**src/rtl/mix_state_serializer_pkg.sv**
```systemverilog
// Shared constants, FSM state type and the digest rotate helper for the
// state serializer and its digest accumulator.
package mix_state_serializer_pkg;

  localparam int WIDTH  = 32;
  localparam int NWORDS = 8;
  localparam int IDXW   = $clog2(NWORDS);

  typedef enum logic {
    IDLE  = 1'b0,
    SHIFT = 1'b1
  } state_t;

  function automatic logic [WIDTH-1:0] rotl5(input logic [WIDTH-1:0] x);
    return {x[WIDTH-6:0], x[WIDTH-1:WIDTH-5]};
  endfunction

endpackage

```
**src/rtl/mix_state_serializer_if.sv**
```systemverilog
// Frame input, word stream output and digest status of the serializer.
interface mix_state_serializer_if;
  import mix_state_serializer_pkg::*;

  logic                    in_valid;
  logic                    in_ready;
  logic [NWORDS*WIDTH-1:0] in_data;
  logic                    out_valid;
  logic                    out_ready;
  logic [WIDTH-1:0]        out_data;
  logic [IDXW-1:0]         out_idx;
  logic                    out_last;
  logic [WIDTH-1:0]        digest;
  logic                    digest_valid;
  logic [15:0]             frame_cnt;

  modport master (
    output in_valid, in_data, out_ready,
    input  in_ready, out_valid, out_data, out_idx, out_last,
           digest, digest_valid, frame_cnt
  );

  modport slave (
    input  in_valid, in_data, out_ready,
    output in_ready, out_valid, out_data, out_idx, out_last,
           digest, digest_valid, frame_cnt
  );

endinterface

```
**src/rtl/mix_digest_acc.sv**
```systemverilog
// Rolling rotate-XOR digest over the words of a frame, plus the completed
// frame counter. A first strobe restarts the running value.
module mix_digest_acc
  import mix_state_serializer_pkg::*;
(
  input  logic             clk,
  input  logic             rst_n,
  input  logic             i_first,
  input  logic             i_beat,
  input  logic             i_last,
  input  logic [WIDTH-1:0] i_data,
  output logic [WIDTH-1:0] o_digest,
  output logic             o_digest_valid,
  output logic [15:0]      o_frame_cnt
);

  logic [WIDTH-1:0] r_acc;
  logic [WIDTH-1:0] r_digest;
  logic             r_digest_valid;
  logic [15:0]      r_frame_cnt;
  logic [WIDTH-1:0] w_mix;

  assign w_mix = rotl5(r_acc) ^ i_data;

  // A reload on the last beat clears the running value after it was folded
  // into the published digest.
  always_ff @(posedge clk or negedge rst_n) begin
    if (!rst_n) begin
      r_acc          <= '0;
      r_digest       <= '0;
      r_digest_valid <= 1'b0;
      r_frame_cnt    <= '0;
    end else begin
      r_digest_valid <= 1'b0;
      if (i_beat) r_acc <= w_mix;
      if (i_first) r_acc <= '0;
      if (i_beat && i_last) begin
        r_digest       <= w_mix;
        r_digest_valid <= 1'b1;
        r_frame_cnt    <= r_frame_cnt + 16'd1;
      end
    end
  end

  assign o_digest       = r_digest;
  assign o_digest_valid = r_digest_valid;
  assign o_frame_cnt    = r_frame_cnt;

endmodule

```
**src/rtl/mix_state_serializer.sv**
```systemverilog
// Captures an 8-word state frame in parallel and streams it out one word per
// beat; a new frame can be taken on the last beat so frames run back to back.
module mix_state_serializer
  import mix_state_serializer_pkg::*;
(
  input  logic                   clk,
  input  logic                   rst_n,
  mix_state_serializer_if.slave  bus
);

  state_t           r_state;
  state_t           w_state_next;
  logic             r_armed;
  logic [IDXW-1:0]  r_idx;
  logic [WIDTH-1:0] r_buf [NWORDS];
  logic             w_last;
  logic             w_beat;
  logic             w_in_hs;

  assign w_last  = (r_idx == IDXW'(NWORDS - 1));
  assign w_beat  = (r_state == SHIFT) && bus.out_ready;
  assign w_in_hs = bus.in_valid && bus.in_ready;

  // r_armed keeps in_ready low until the first clock after reset release.
  always_ff @(posedge clk or negedge rst_n) begin
    if (!rst_n) begin
      r_state <= IDLE;
      r_armed <= 1'b0;
    end else begin
      r_state <= w_state_next;
      r_armed <= 1'b1;
    end
  end

  always_comb begin
    w_state_next = r_state;
    case (r_state)
      IDLE:    if (w_in_hs) w_state_next = SHIFT;
      SHIFT:   if (w_beat && w_last && !w_in_hs) w_state_next = IDLE;
      default: w_state_next = IDLE;
    endcase
  end

  always_comb begin
    bus.in_ready  = 1'b0;
    bus.out_valid = 1'b0;
    bus.out_data  = '0;
    bus.out_idx   = '0;
    bus.out_last  = 1'b0;
    case (r_state)
      IDLE: bus.in_ready = r_armed;
      SHIFT: begin
        bus.out_valid = 1'b1;
        bus.out_data  = r_buf[r_idx];
        bus.out_idx   = r_idx;
        bus.out_last  = w_last;
        bus.in_ready  = bus.out_ready && w_last;
      end
      default: ;
    endcase
  end

  always_ff @(posedge clk or negedge rst_n) begin
    if (!rst_n)       r_idx <= '0;
    else if (w_in_hs) r_idx <= '0;
    else if (w_beat)  r_idx <= r_idx + IDXW'(1);
  end

  // Buffer words are only written on a handshake, so no reset is needed.
  generate
    for (genvar gi = 0; gi < NWORDS; gi++) begin : g_buf
      always_ff @(posedge clk) begin
        if (w_in_hs) r_buf[gi] <= bus.in_data[gi*WIDTH +: WIDTH];
      end
    end
  endgenerate

  mix_digest_acc u_acc (
    .clk            (clk),
    .rst_n          (rst_n),
    .i_first        (w_in_hs),
    .i_beat         (w_beat),
    .i_last         (w_last),
    .i_data         (bus.out_data),
    .o_digest       (bus.digest),
    .o_digest_valid (bus.digest_valid),
    .o_frame_cnt    (bus.frame_cnt)
  );

endmodule

```
**src/flat_wrapper.sv**
```systemverilog
// flat-port wrapper written by rule: the top's interface ports become plain ports
module mix_state_serializer_flat import mix_state_serializer_pkg::*;
  (clk, rst_n, bus_in_valid, bus_in_data, bus_out_ready, bus_in_ready, bus_out_valid, bus_out_data, bus_out_idx, bus_out_last, bus_digest, bus_digest_valid, bus_frame_cnt);
  mix_state_serializer_if bus_i ();
  input  logic clk;
  input  logic rst_n;
  input wire logic [$bits(bus_i.in_valid)-1:0] bus_in_valid;
  input wire logic [$bits(bus_i.in_data)-1:0] bus_in_data;
  input wire logic [$bits(bus_i.out_ready)-1:0] bus_out_ready;
  output wire logic [$bits(bus_i.in_ready)-1:0] bus_in_ready;
  output wire logic [$bits(bus_i.out_valid)-1:0] bus_out_valid;
  output wire logic [$bits(bus_i.out_data)-1:0] bus_out_data;
  output wire logic [$bits(bus_i.out_idx)-1:0] bus_out_idx;
  output wire logic [$bits(bus_i.out_last)-1:0] bus_out_last;
  output wire logic [$bits(bus_i.digest)-1:0] bus_digest;
  output wire logic [$bits(bus_i.digest_valid)-1:0] bus_digest_valid;
  output wire logic [$bits(bus_i.frame_cnt)-1:0] bus_frame_cnt;
  assign bus_i.in_valid = bus_in_valid;
  assign bus_i.in_data = bus_in_data;
  assign bus_i.out_ready = bus_out_ready;
  assign bus_in_ready = bus_i.in_ready;
  assign bus_out_valid = bus_i.out_valid;
  assign bus_out_data = bus_i.out_data;
  assign bus_out_idx = bus_i.out_idx;
  assign bus_out_last = bus_i.out_last;
  assign bus_digest = bus_i.digest;
  assign bus_digest_valid = bus_i.digest_valid;
  assign bus_frame_cnt = bus_i.frame_cnt;
  mix_state_serializer u_core (.clk(clk), .rst_n(rst_n), .bus(bus_i));
endmodule
```
**config.mk**
```make
export PLATFORM = sky130hd
export DESIGN_NAME = mix_state_serializer_flat
export DESIGN_NICKNAME = d
export VERILOG_FILES = /design/src/rtl/mix_state_serializer_pkg.sv /design/src/rtl/mix_state_serializer_if.sv /design/src/rtl/mix_digest_acc.sv /design/src/rtl/mix_state_serializer.sv /design/src/flat_wrapper.sv
export SDC_FILE = /design/constraint.sdc
export NUM_CORES = 1
export LEC_CHECK = 0
export CAP_MARGIN = 0
export CELL_PAD_IN_SITES_DETAIL_PLACEMENT = 0
export CELL_PAD_IN_SITES_GLOBAL_PLACEMENT = 1
export CORE_AREA = 8 8 198 200
export DETAILED_ROUTE_END_ITERATION = 16
export DIE_AREA = 0 0 206 208
export HOLD_SLACK_MARGIN = 0.06
export PLACE_DENSITY_LB_ADDON = 0.15
export SETUP_SLACK_MARGIN = 0.02
export SYNTH_ARGS = -nofsm -noshare
export SYNTH_HDL_FRONTEND = slang
export SYNTH_SLANG_ARGS = --single-unit
export TNS_END_PERCENT = 30
```
**constraint.sdc**
```tcl
create_clock -name clk -period 9.81 [get_ports clk]
set_input_delay 2.943 -clock clk [delete_from_list [all_inputs] [get_ports clk]]
set_output_delay 2.943 -clock clk [all_outputs]
set_load 0.03 [all_outputs]
```
==> reports/metrics.cfg, run 1 <==
[cts]
cts_tree=built
clk_transition_reported_paths_ns=0.05
cts.hold.buffers_added=0
clock_path_buffers=3
cts_num_sinks=342
cts_setup_buffers=0
cts_buffers=39
insertion_delay_ns=0.54
h-tree-depth=2
ctsResizeCount=0
root_buffer=clkbuf_16

[status]
status=completed

[pwr]
p_sw_mw=2.07
vdd_drop_max_mv=0.192
p_leak_nw=6.65
power_density_nw_per_um2=289
combPwrFrac_pct=38.3
seq_power_share_pct=36.6
p_sw_share_pct=37.1
internal-power_mw=3.50
power.share.clock_pct=25.2

[cells_and_area]
ff_latch_area_um2=9840
nFillCells=3058
drive_gt1_share_pct=9.44
layout.nets=1580
synthToLayoutAreaGrowth_pct=36.1
multiInputGateArea_um2=4070
final_util_pct=53.4

[grt]
antenna_found_initial=1
grt_pass1_vias=9962
grt_pass1_wl_um=62000
grt_max_degree=155
overflow=0
track_usage_pct=19.1

[synth]
yosysMostFrequentCell=edfxtp_1
yosys.area.top_type=edfxtp_1
async_reset_ff_share_pct=25.1
synth_top_area_share_pct=54.3
synthesis.instances=976
ys_types=32
syn_area_um2=14100
yosys-top-cells-area=edfxtp_1 54%, dfrtp_1 15%, mux2_1 5.5%
ys.flop_type=edfxtp_1
netlist_top_cells_count=256 x edfxtp_1, 141 x nand2_1, 86 x dfrtp_1
synth-seq-area-share_pct=69.5
ys_ff_latch=342
synthesis.nets=1239
yosysWarnings=0
synth_edf_count=256
avgSynthCellArea_um2=14.5

[die]
io_pins=347
fp.dieW_um=206
initial_core_util_pct=39.2
chipHeight_um=208
row_count=70
core_um2=36100
die_area_um2=42800

[setup_path]
r2r_start=u_core.r_idx[1]
cpPeakStageDelay_ns=0.73
cpLargestDelayFamily=buffers and inverters
worst_setup_path_end_kind=primary output
crit_buf_inv=2
crit_required_ns=6.87
critPathMaxFanout=3
cp_slowest_cell=clkdlybuf4s50_1
timing.critical_path.to=bus_in_ready
rr_endpoint=u_core.r_buf[0][31]
crit_cells=4
arrival_ns=4.46
crit_chain=clkdlybuf4s50_1, nand3_4, o21ai_0, clkdlybuf4s50_1
startpoint_type=input port
path_class=input port to primary output
rrSetupSlack_ns=6.03
critPathMostFrequentCell=clkdlybuf4s50_1
crit_path_start=bus_out_ready
rr_worst_depth=6

[timing]
worst_pin_slew_ns=1.13
setup_viol=0
skew_ns=0.00918
rsz0062_at_grt=false
maxSlewViolCount=0
min_period_ns=7.41
clock.fmax_mhz=135
fin_tns_setup_ns=0
timing.final.hold_violations=0
period_share_pct=75.5
relSlewSlack_pct=24.5

[routing]
vias=9515
antenna_left=0
drc_errors=0
wl_um=41700
via_per_inst=5.24
firstDrtPassIters=5
drt_iter0_markers=509
wl_per_cell_um=23.0

[place]
io_buffers=346
dpl.hpwl_um=27600
routabilityCongestion=0.781

[job]
max_cap_viol_count=0

[hold_path]
hold_class=flip-flop to flip-flop

==> routing by layer <==
metal | part of all wire (%) | track usage (%)
met5 | 0.046 | 0
met4 | 2.0 | 5.53
met3 | 7.3 | 5.25
met2 | 48 | 31.0
met1 | 43 | 24.6
==> placed cells by master, fill, tap and decap left out, types with 2 or more instances in the layout <==
| master | count |
|---|---|
| a22o_1 | 2 |
| and2_1 | 36 |
| and3_1 | 2 |
| and4_1 | 2 |
| buf_12 | 2 |
| buf_4 | 5 |
| bufinv_16 | 2 |
| clkbuf_1 | 11 |
| clkbuf_16 | 41 |
| clkbuf_8 | 2 |
| clkdlybuf4s50_1 | 345 |
| clkinv_1 | 10 |
| clkinv_2 | 3 |
| dfrtp_1 | 84 |
| edfxtp_1 | 256 |
| ha_1 | 3 |
| inv_1 | 3 |
| mux2_1 | 69 |
| mux2_2 | 59 |
| nand2_1 | 140 |
| nand2b_2 | 2 |
| nand3_1 | 4 |
| nand4_1 | 7 |
| nor2_1 | 33 |
| o211ai_1 | 64 |
| o21ai_0 | 3 |
| o22ai_1 | 64 |
| or2_2 | 2 |
| or4_1 | 64 |
| xnor2_1 | 13 |
| xor2_1 | 2 |
==> power groups by stage <==
| stage | clock [mW] | combinational (mW) | sequential [mW] |
|---|---|---|---|
| CTS | 1.44 | 2.17 | 2.04 |
| global route | 1.49 | 2.29 | 2.07 |
| floorplan | 0 | 1.21 | 2.08 |
| finish | 1.40 | 2.13 | 2.04 |
| global placement | 0 | 2.15 | 2.06 |
| detailed placement | 0 | 2.16 | 2.07 |
==> cell type report <==
class | count | share of cell area, %
multi-input combinational | 578 | 21.1
clock buffer | 54 | 5.68
tap | 468 | 3.04
clock inverter | 16 | 0.630
antenna | 1 | 0.0130
inverter | 4 | 0.0780
timing repair buffer | 352 | 18.3
sequential | 342 | 51.1
==> worst min path at each step <==
stage | startpoint | to | slack (ns) | depth (start not counted)
after detailed placement | u_core.u_acc.o_frame_cnt[15] | u_core.u_acc.o_frame_cnt[15] | 0.47 | 1
final | u_core.u_acc.o_frame_cnt[15] | u_core.u_acc.o_frame_cnt[15] | 0.47 | 1
after floorplan | u_core.r_armed | u_core.r_state | 0.48 | 2
after global routing | u_core.u_acc.o_frame_cnt[15] | u_core.u_acc.o_frame_cnt[15] | 0.50 | 1
after CTS | u_core.u_acc.o_frame_cnt[15] | u_core.u_acc.o_frame_cnt[15] | 0.48 | 1
after global placement | u_core.u_acc.o_frame_cnt[15] | u_core.u_acc.o_frame_cnt[15] | 0.47 | 1
==> kinds of logic after synthesis <==
| logic type | count (synthesis) | synth area share, % |
|---|---|---|
| AO/OA/AOI/OAI | 134 | 6.52 |
| XOR/XNOR | 15 | 0.928 |
| adder cells (fa/ha/maj) | 3 | 0.265 |
| buffers and inverters | 56 | 1.95 |
| flip-flops | 342 | 69.5 |
| multiplexers | 128 | 10.2 |
| other | 1 | 0.0265 |
| AND/OR/NAND/NOR | 297 | 10.6 |
==> state kept, by name, indices dropped and copies added (netlist names) <==
signal	cells
u_core.r_state	1
u_core.r_buf	256
u_core.r_idx	3
u_core.u_acc.o_digest	32
u_core.u_acc.o_frame_cnt	16
u_core.u_acc.o_digest_valid	1
u_core.u_acc.r_acc	32
u_core.r_armed	1
==> worst register-to-register path: cells and delay by family, from the launching register on <==
family	cells	cell delay (ns)
adder cells (fa/ha/maj)	2	0.64
AND/OR/NAND/NOR	2	0.70
AO/OA/AOI/OAI	1	0.16
buffers and inverters	1	0.64
flip-flops	1	1.01
==> metrics by stage <==
step	cells	total power, mW	hold WS [ns]	instance area [um^2]	worst slack (ns)
after floorplan	976	3.29	0.475	14200	2.37
after global placement	1744	4.20	0.472	18000	2.41
after detailed placement	1744	4.22	0.466	18000	2.40
after CTS	1814	5.64	0.478	19300	2.40
after global routing	1814	5.85	0.500	19300	2.32
final	1815	5.57	0.468	19300	2.40
(Power assumes the default switching activity.)
==> inputs of run 2 (changes only) <==
- clock period: 9.81 -> 7.6 ns (I/O delays scaled with it)
==> run 2 against run 1 <==
Against the previous run:
- register-to-register slack worse by 2.4 ns
- final area increased by 0.27%
- flip-flop and latch count unchanged
- sequential power increased by 27%
- die area stayed put
- sequential share of layout area shrank 0.14 points
- worst hold slack improved by 0.0051 ns
- global-route usage is essentially flat
==> reports/metrics.cfg, run 2 (synthesis results as in run 1) <==
[setup_path]
path_class=input port to primary output
startpoint_type=input port
critPathMaxFanout=3  ; unchanged
crit_required_ns=5.32  ; -1.55 ns
worst_setup_path_end_kind=primary output
arrival_ns=3.80  ; -0.66 ns

[timing]
timing.final.hold_violations=0  ; unchanged
setup_viol=0  ; unchanged
clock.fmax_mhz=164
skew_ns=0.0193  ; +0.0101 ns
period_share_pct=80.0
fin_tns_setup_ns=0  ; unchanged
worst_pin_slew_ns=1.06  ; -0.0767 ns
min_period_ns=6.08
maxSlewViolCount=0  ; unchanged
relSlewSlack_pct=29.6  ; +5.1 points
rsz0062_at_grt=false

[die]
io_pins=347  ; unchanged
initial_core_util_pct=39.2  ; unchanged
die_area_um2=42800  ; unchanged
chipHeight_um=208  ; unchanged
fp.dieW_um=206  ; unchanged
core_um2=36100  ; unchanged
row_count=70  ; unchanged

[grt]
antenna_found_initial=1  ; unchanged
grt_pass1_wl_um=62100  ; +0.17%
grt_pass1_vias=10014  ; +0.52%
track_usage_pct=19.0  ; -0.030 points
grt_max_degree=113  ; -27%
overflow=0  ; unchanged

[cells_and_area]
synthToLayoutAreaGrowth_pct=36.5
largest_reg_flops=256  ; unchanged
drive_gt1_share_pct=9.93  ; +0.49 points
final_common_cell=clkdlybuf4s50_1
regMostFlops=u_core.r_buf
ff_latch_area_um2=9840  ; unchanged
multiInputGateArea_um2=4070  ; unchanged
mostFrequentLayoutCells=345 x clkdlybuf4s50_1, 256 x edfxtp_1, 140 x nand2_1
nFillCells=3065  ; +0.23%
layout.nets=1583  ; +0.19%
final_util_pct=53.5  ; +0.15 points
final_area_um2=19300  ; +0.27%

[place]
placed_area_um2=18100  ; +0.15%
io_buffers=346  ; unchanged
routabilityCongestion=0.767  ; -1.8%
dpl.hpwl_um=27900  ; +1.3%

[routing]
wl_per_cell_um=22.7  ; -1.3%
vias=9417  ; -1.0%
drc_errors=0  ; unchanged
antenna_left=0  ; unchanged
via_per_inst=5.18  ; -1.2%
wl_um=41200  ; -1.1%
drt_iter0_markers=602  ; +18%
firstDrtPassIters=5  ; unchanged

[cts]
insertion_delay_ns=0.54  ; about the same
clock_path_buffers=3  ; unchanged
cts.hold.buffers_added=0  ; unchanged
cts_buffers=40  ; +2.6%
cts_num_sinks=342  ; unchanged
ctsResizeCount=0  ; unchanged
cts_setup_buffers=0  ; unchanged
cts_tree=built
root_buffer=clkbuf_16
h-tree-depth=2  ; unchanged
clk_transition_reported_paths_ns=0.05  ; about the same

[hold_path]
hold_class=flip-flop to flip-flop

[pwr]
p_leak_nw=6.68  ; +0.38%
vdd_drop_max_mv=0.220  ; +14%
total_power_mw=7.20  ; +29%
power_density_nw_per_um2=373  ; +29%

[job]
max_cap_viol_count=0  ; unchanged

[status]
status=completed

run 2: cell types whose count changed in the layout (fill, tap and decap cells not counted), sizes merged:
| cell | previous run | this run |
|---|---|---|
| buf | 7 | 9 |
| clkbuf | 54 | 59 |
| clkinv | 13 | 9 |
| clkinvlp | 0 | 1 |
run 2: stage by stage:
stage,instances,worst slack (ns),hold WS [ns]
after global routing,1819,1.49,0.487
after detailed placement,1746,1.53,0.466
after global placement,1746,1.53,0.463
final,1819,1.52,0.473
after CTS,1818,1.51,0.478
after floorplan,976,0.823,0.475
run 2: path summary, 6_finish.rpt:
kind | end | cells past startpoint | start | slack, ns
worst min register to register | u_core.u_acc.o_frame_cnt[15] | 1 | u_core.u_acc.o_frame_cnt[15] | 0.47
worst max register to register | u_core.u_acc.o_frame_cnt[6] | 10 | u_core.r_idx[1] | 3.65
worst max-delay path | bus_in_ready | 4 | bus_out_ready | 1.52
worst min-delay path | u_core.u_acc.o_frame_cnt[15] | 1 | u_core.u_acc.o_frame_cnt[15] | 0.47
max in group asynchronous | u_core.r_idx[1] | 2 | rst_n | 4.71
min in group asynchronous | u_core.u_acc.o_digest[24] | 1 | rst_n | 1.67
run 2: report_power, final:
group	switching, mW	internal [mW]
clock network	0.732	1.09
registers	0.284	2.32
logic	1.64	1.14
run 2: cell type report:
class,instances,area share [%]
Antenna cell,1,0.0130
Clock buffer,59,5.82
Clock inverter,13,0.609
Inverter,4,0.0777
Multi-Input combinational cell,578,21.1
Sequential cell,342,51.0
Tap cell,468,3.03
Timing Repair Buffer,354,18.4
run 2: metal layers:
| metal | share of wire (%) | wire (um) | global-route usage, % |
|---|---|---|---|
| met1 | 43 | 17700 | 24.5 |
| met2 | 48 | 19700 | 30.7 |
| met3 | 7.2 | 2980 | 5.69 |
| met4 | 1.9 | 790 | 5.39 |
| met5 | 0 | 0 | 0 |
run 2: worst max-delay path: stages:
cell,delay [ns]
clkdlybuf4s50_1,0.54
nand3_4,0.08
o21ai_0,0.16
clkdlybuf4s50_1,0.73
==> inputs of run 3 (changes only) <==
- CORE_AREA: 8 8 198 200 -> 8 8 208 210
- DIE_AREA: 0 0 206 208 -> 0 0 216 218
- clock period: 7.6 -> 5.07 ns (I/O delays scaled with it)
==> run 3 against run 2 <==
Against the previous run:
- wire length increased by 4.4%
- sequential power increased by 49%
- utilization decreased by 4.9 points
- largest power group unchanged
- non-clock buffer count increased by 13
- highest routed layer unchanged
- clock skew decreased by 0.0090 ns
- final area increased by 1.1%
- largest cell class unchanged
- die area increased by 9.9%
- setup slack got worse by 1.2 ns
- via count increased by 1.5%
- first-iteration DRC count increased by 8.8%
- register-to-register slack got worse by 1.7 ns
==> reports/metrics.cfg, run 3 (synthesis results as in run 1) <==
[routing]
firstDrtPassIters=5  ; unchanged
wl_um=43000  ; +4.4%
wl_per_cell_um=22.7  ; +0.18%
vias=9555  ; +1.5%
drt_iter0_markers=655  ; +8.8%
drc_errors=0  ; unchanged
antenna_left=0  ; unchanged
via_per_inst=5.04  ; -2.6%

[cells_and_area]
layout.nets=1595  ; +0.76%
nFillCells=3569  ; +16%
largest_reg_flops=256  ; unchanged
final_common_cell=clkdlybuf4s50_1
synthToLayoutAreaGrowth_pct=38.0
mostFrequentLayoutCells=344 x clkdlybuf4s50_1, 256 x edfxtp_1, 140 x nand2_1
final_util_pct=48.6  ; -4.9 points
regMostFlops=u_core.r_buf
drive_gt1_share_pct=10.8  ; +0.87 points

[timing]
period_share_pct=93.4
relSlewSlack_pct=26.6  ; -3.1 points
min_period_ns=4.74
timing.final.hold_violations=0  ; unchanged
setup_viol=0  ; unchanged
worst_pin_slew_ns=1.10  ; +0.0435 ns
maxSlewViolCount=0  ; unchanged
clock.fmax_mhz=211
skew_ns=0.0103  ; -0.00899 ns
fin_tns_setup_ns=0  ; unchanged
rsz0062_at_grt=false

[cts]
insertion_delay_ns=0.54  ; about the same
cts_tree=built
cts_num_sinks=342  ; unchanged
clk_transition_reported_paths_ns=0.06  ; about the same
cts_buffers=39  ; -2.5%
h-tree-depth=2  ; unchanged
root_buffer=clkbuf_16
clock_path_buffers=3  ; unchanged
cts.hold.buffers_added=0  ; unchanged

[grt]
grt_pass1_wl_um=63700  ; +2.5%
grt_max_degree=69  ; -39%
track_usage_pct=17.8  ; -1.2 points
grt_busiest_layer=met2
overflow=0  ; unchanged
antenna_found_initial=1  ; unchanged
met2_usage_pct=29.0  ; -1.7 points
grt_pass1_vias=9806  ; -2.1%
use_met3_pct=5.24  ; -0.44 points
grtUsageMet1_pct=22.7  ; -1.8 points

[place]
dpl.hpwl_um=29700  ; +6.5%
routabilityCongestion=0.754  ; -1.7%
io_buffers=346  ; unchanged

[pwr]
vdd_drop_max_mv=0.407  ; +85%
p_sw_mw=4.04  ; +52%
power.share.clock_pct=25.2  ; about the same
seq_power_share_pct=35.5  ; -0.6 points
internal-power_mw=6.87  ; +51%
p_sw_share_pct=37.0  ; +0.15 points
combPwrFrac_pct=39.2  ; +0.7 points
p_leak_nw=6.76  ; +1.2%
power_density_nw_per_um2=559  ; +50%

[die]
die_area_um2=47100  ; +9.9%
chipHeight_um=218  ; +4.8%
core_um2=40200  ; +11%
initial_core_util_pct=35.2  ; -4.0 points
io_pins=347  ; unchanged
row_count=74  ; +5.7%
fp.dieW_um=216  ; +4.9%

[setup_path]
rr_worst_depth=8  ; -2
r2r_start=u_core.r_idx[1]
crit_required_ns=3.55  ; -1.77 ns
timing.critical_path.to=bus_out_data[31]
crit_path_start=u_core.r_idx[1]
crit_buf_inv=2  ; unchanged
crit_cells=6  ; +2
cpLargestDelayFamily=buffers and inverters
rr_endpoint=u_core.u_acc.o_frame_cnt[6]
path_class=flip-flop to primary output
rrSetupSlack_ns=1.97  ; -1.68 ns
cpPeakStageDelay_ns=0.68  ; -0.05 ns
cp_slowest_cell=dfrtp_4
arrival_ns=3.22  ; -0.58 ns
startpoint_type=flip-flop
crit_chain=buf_12, mux2_1, o22ai_1, nor2_1, and2_1, clkdlybuf4s50_1
worst_setup_path_end_kind=primary output
critPathMaxFanout=39  ; +36

[status]
status=completed

[hold_path]
hold_class=flip-flop to flip-flop

[job]
max_cap_viol_count=0  ; unchanged

[run 3: repair_timing]
item / in CTS / in global routing
setup buffers: 0 / 0
endpoints found under the hold margin: 0 / 0
endpoints found under the setup margin: 0 / 2
gates resized for setup: 0 / 1
[run 3: how the worst min path moves through the flow]
stage	startpoint	endpoint	slack [ns]	cells after the start
after CTS	u_core.u_acc.o_frame_cnt[15]	u_core.u_acc.o_frame_cnt[15]	0.48	1
after detailed placement	u_core.u_acc.o_frame_cnt[15]	u_core.u_acc.o_frame_cnt[15]	0.47	1
final	u_core.u_acc.o_frame_cnt[15]	u_core.u_acc.o_frame_cnt[15]	0.48	1
after global placement	u_core.u_acc.o_frame_cnt[15]	u_core.u_acc.o_frame_cnt[15]	0.46	1
after global routing	u_core.u_acc.o_frame_cnt[14]	u_core.u_acc.o_frame_cnt[14]	0.51	1
after floorplan	u_core.r_armed	u_core.r_state	0.48	2
[run 3: metal layers]
layer  share of wire (%)  wire length [um]
met5                   0                 0
met4                 2.3              1000
met3                 6.5              2810
met2                  48             20600
met1                  43             18600
[run 3: worst register-to-register path: stages, from the launching register on]
cell	delay [ns]
dfrtp_4	0.64
ha_1	0.26
ha_1	0.26
nand3_4	0.11
buf_4	0.61
inv_2	0.43
and3_1	0.42
nand4_1	0.16
xnor2_1	0.12
[run 3: cell type report]
class | instances | area, um^2 | share of cell area (%)
clock inverters | 14 | 116 | 0.596
flip-flops and latches | 342 | 9840 | 50.4
repair buffers | 367 | 3690 | 18.9
multi-input cells | 578 | 4070 | 20.8
clock buffers | 57 | 1130 | 5.77
well taps | 532 | 666 | 3.41
inverters | 4 | 15.0 | 0.0769
diodes | 1 | 2.50 | 0.0128
[run 3: through the flow]
stage / std cells / instance area (um^2) / hold WS (ns) / power [mW] / worst slack (ns)
2_1_floorplan: 976 / 14200 / 0.475 / 6.35 / 0.405
3_3_place_gp: 1823 / 18300 / 0.463 / 8.24 / 0.752
3_5_place_dp: 1823 / 18300 / 0.469 / 8.27 / 0.742
6_report: 1895 / 19500 / 0.475 / 10.9 / 0.332
5_1_grt: 1895 / 19500 / 0.511 / 11.5 / 0.113
4_1_cts: 1894 / 19500 / 0.478 / 11.1 / 0.134
[run 3: power by group through the flow]
stage / Combinational, mW / Sequential [mW] / Clock, mW
after floorplan: 2.33 / 4.02 / 0
after global placement: 4.32 / 3.92 / 0
after detailed placement: 4.33 / 3.94 / 0
after CTS: 4.35 / 3.88 / 2.83
after global routing: 4.61 / 3.94 / 2.93
final: 4.28 / 3.88 / 2.75
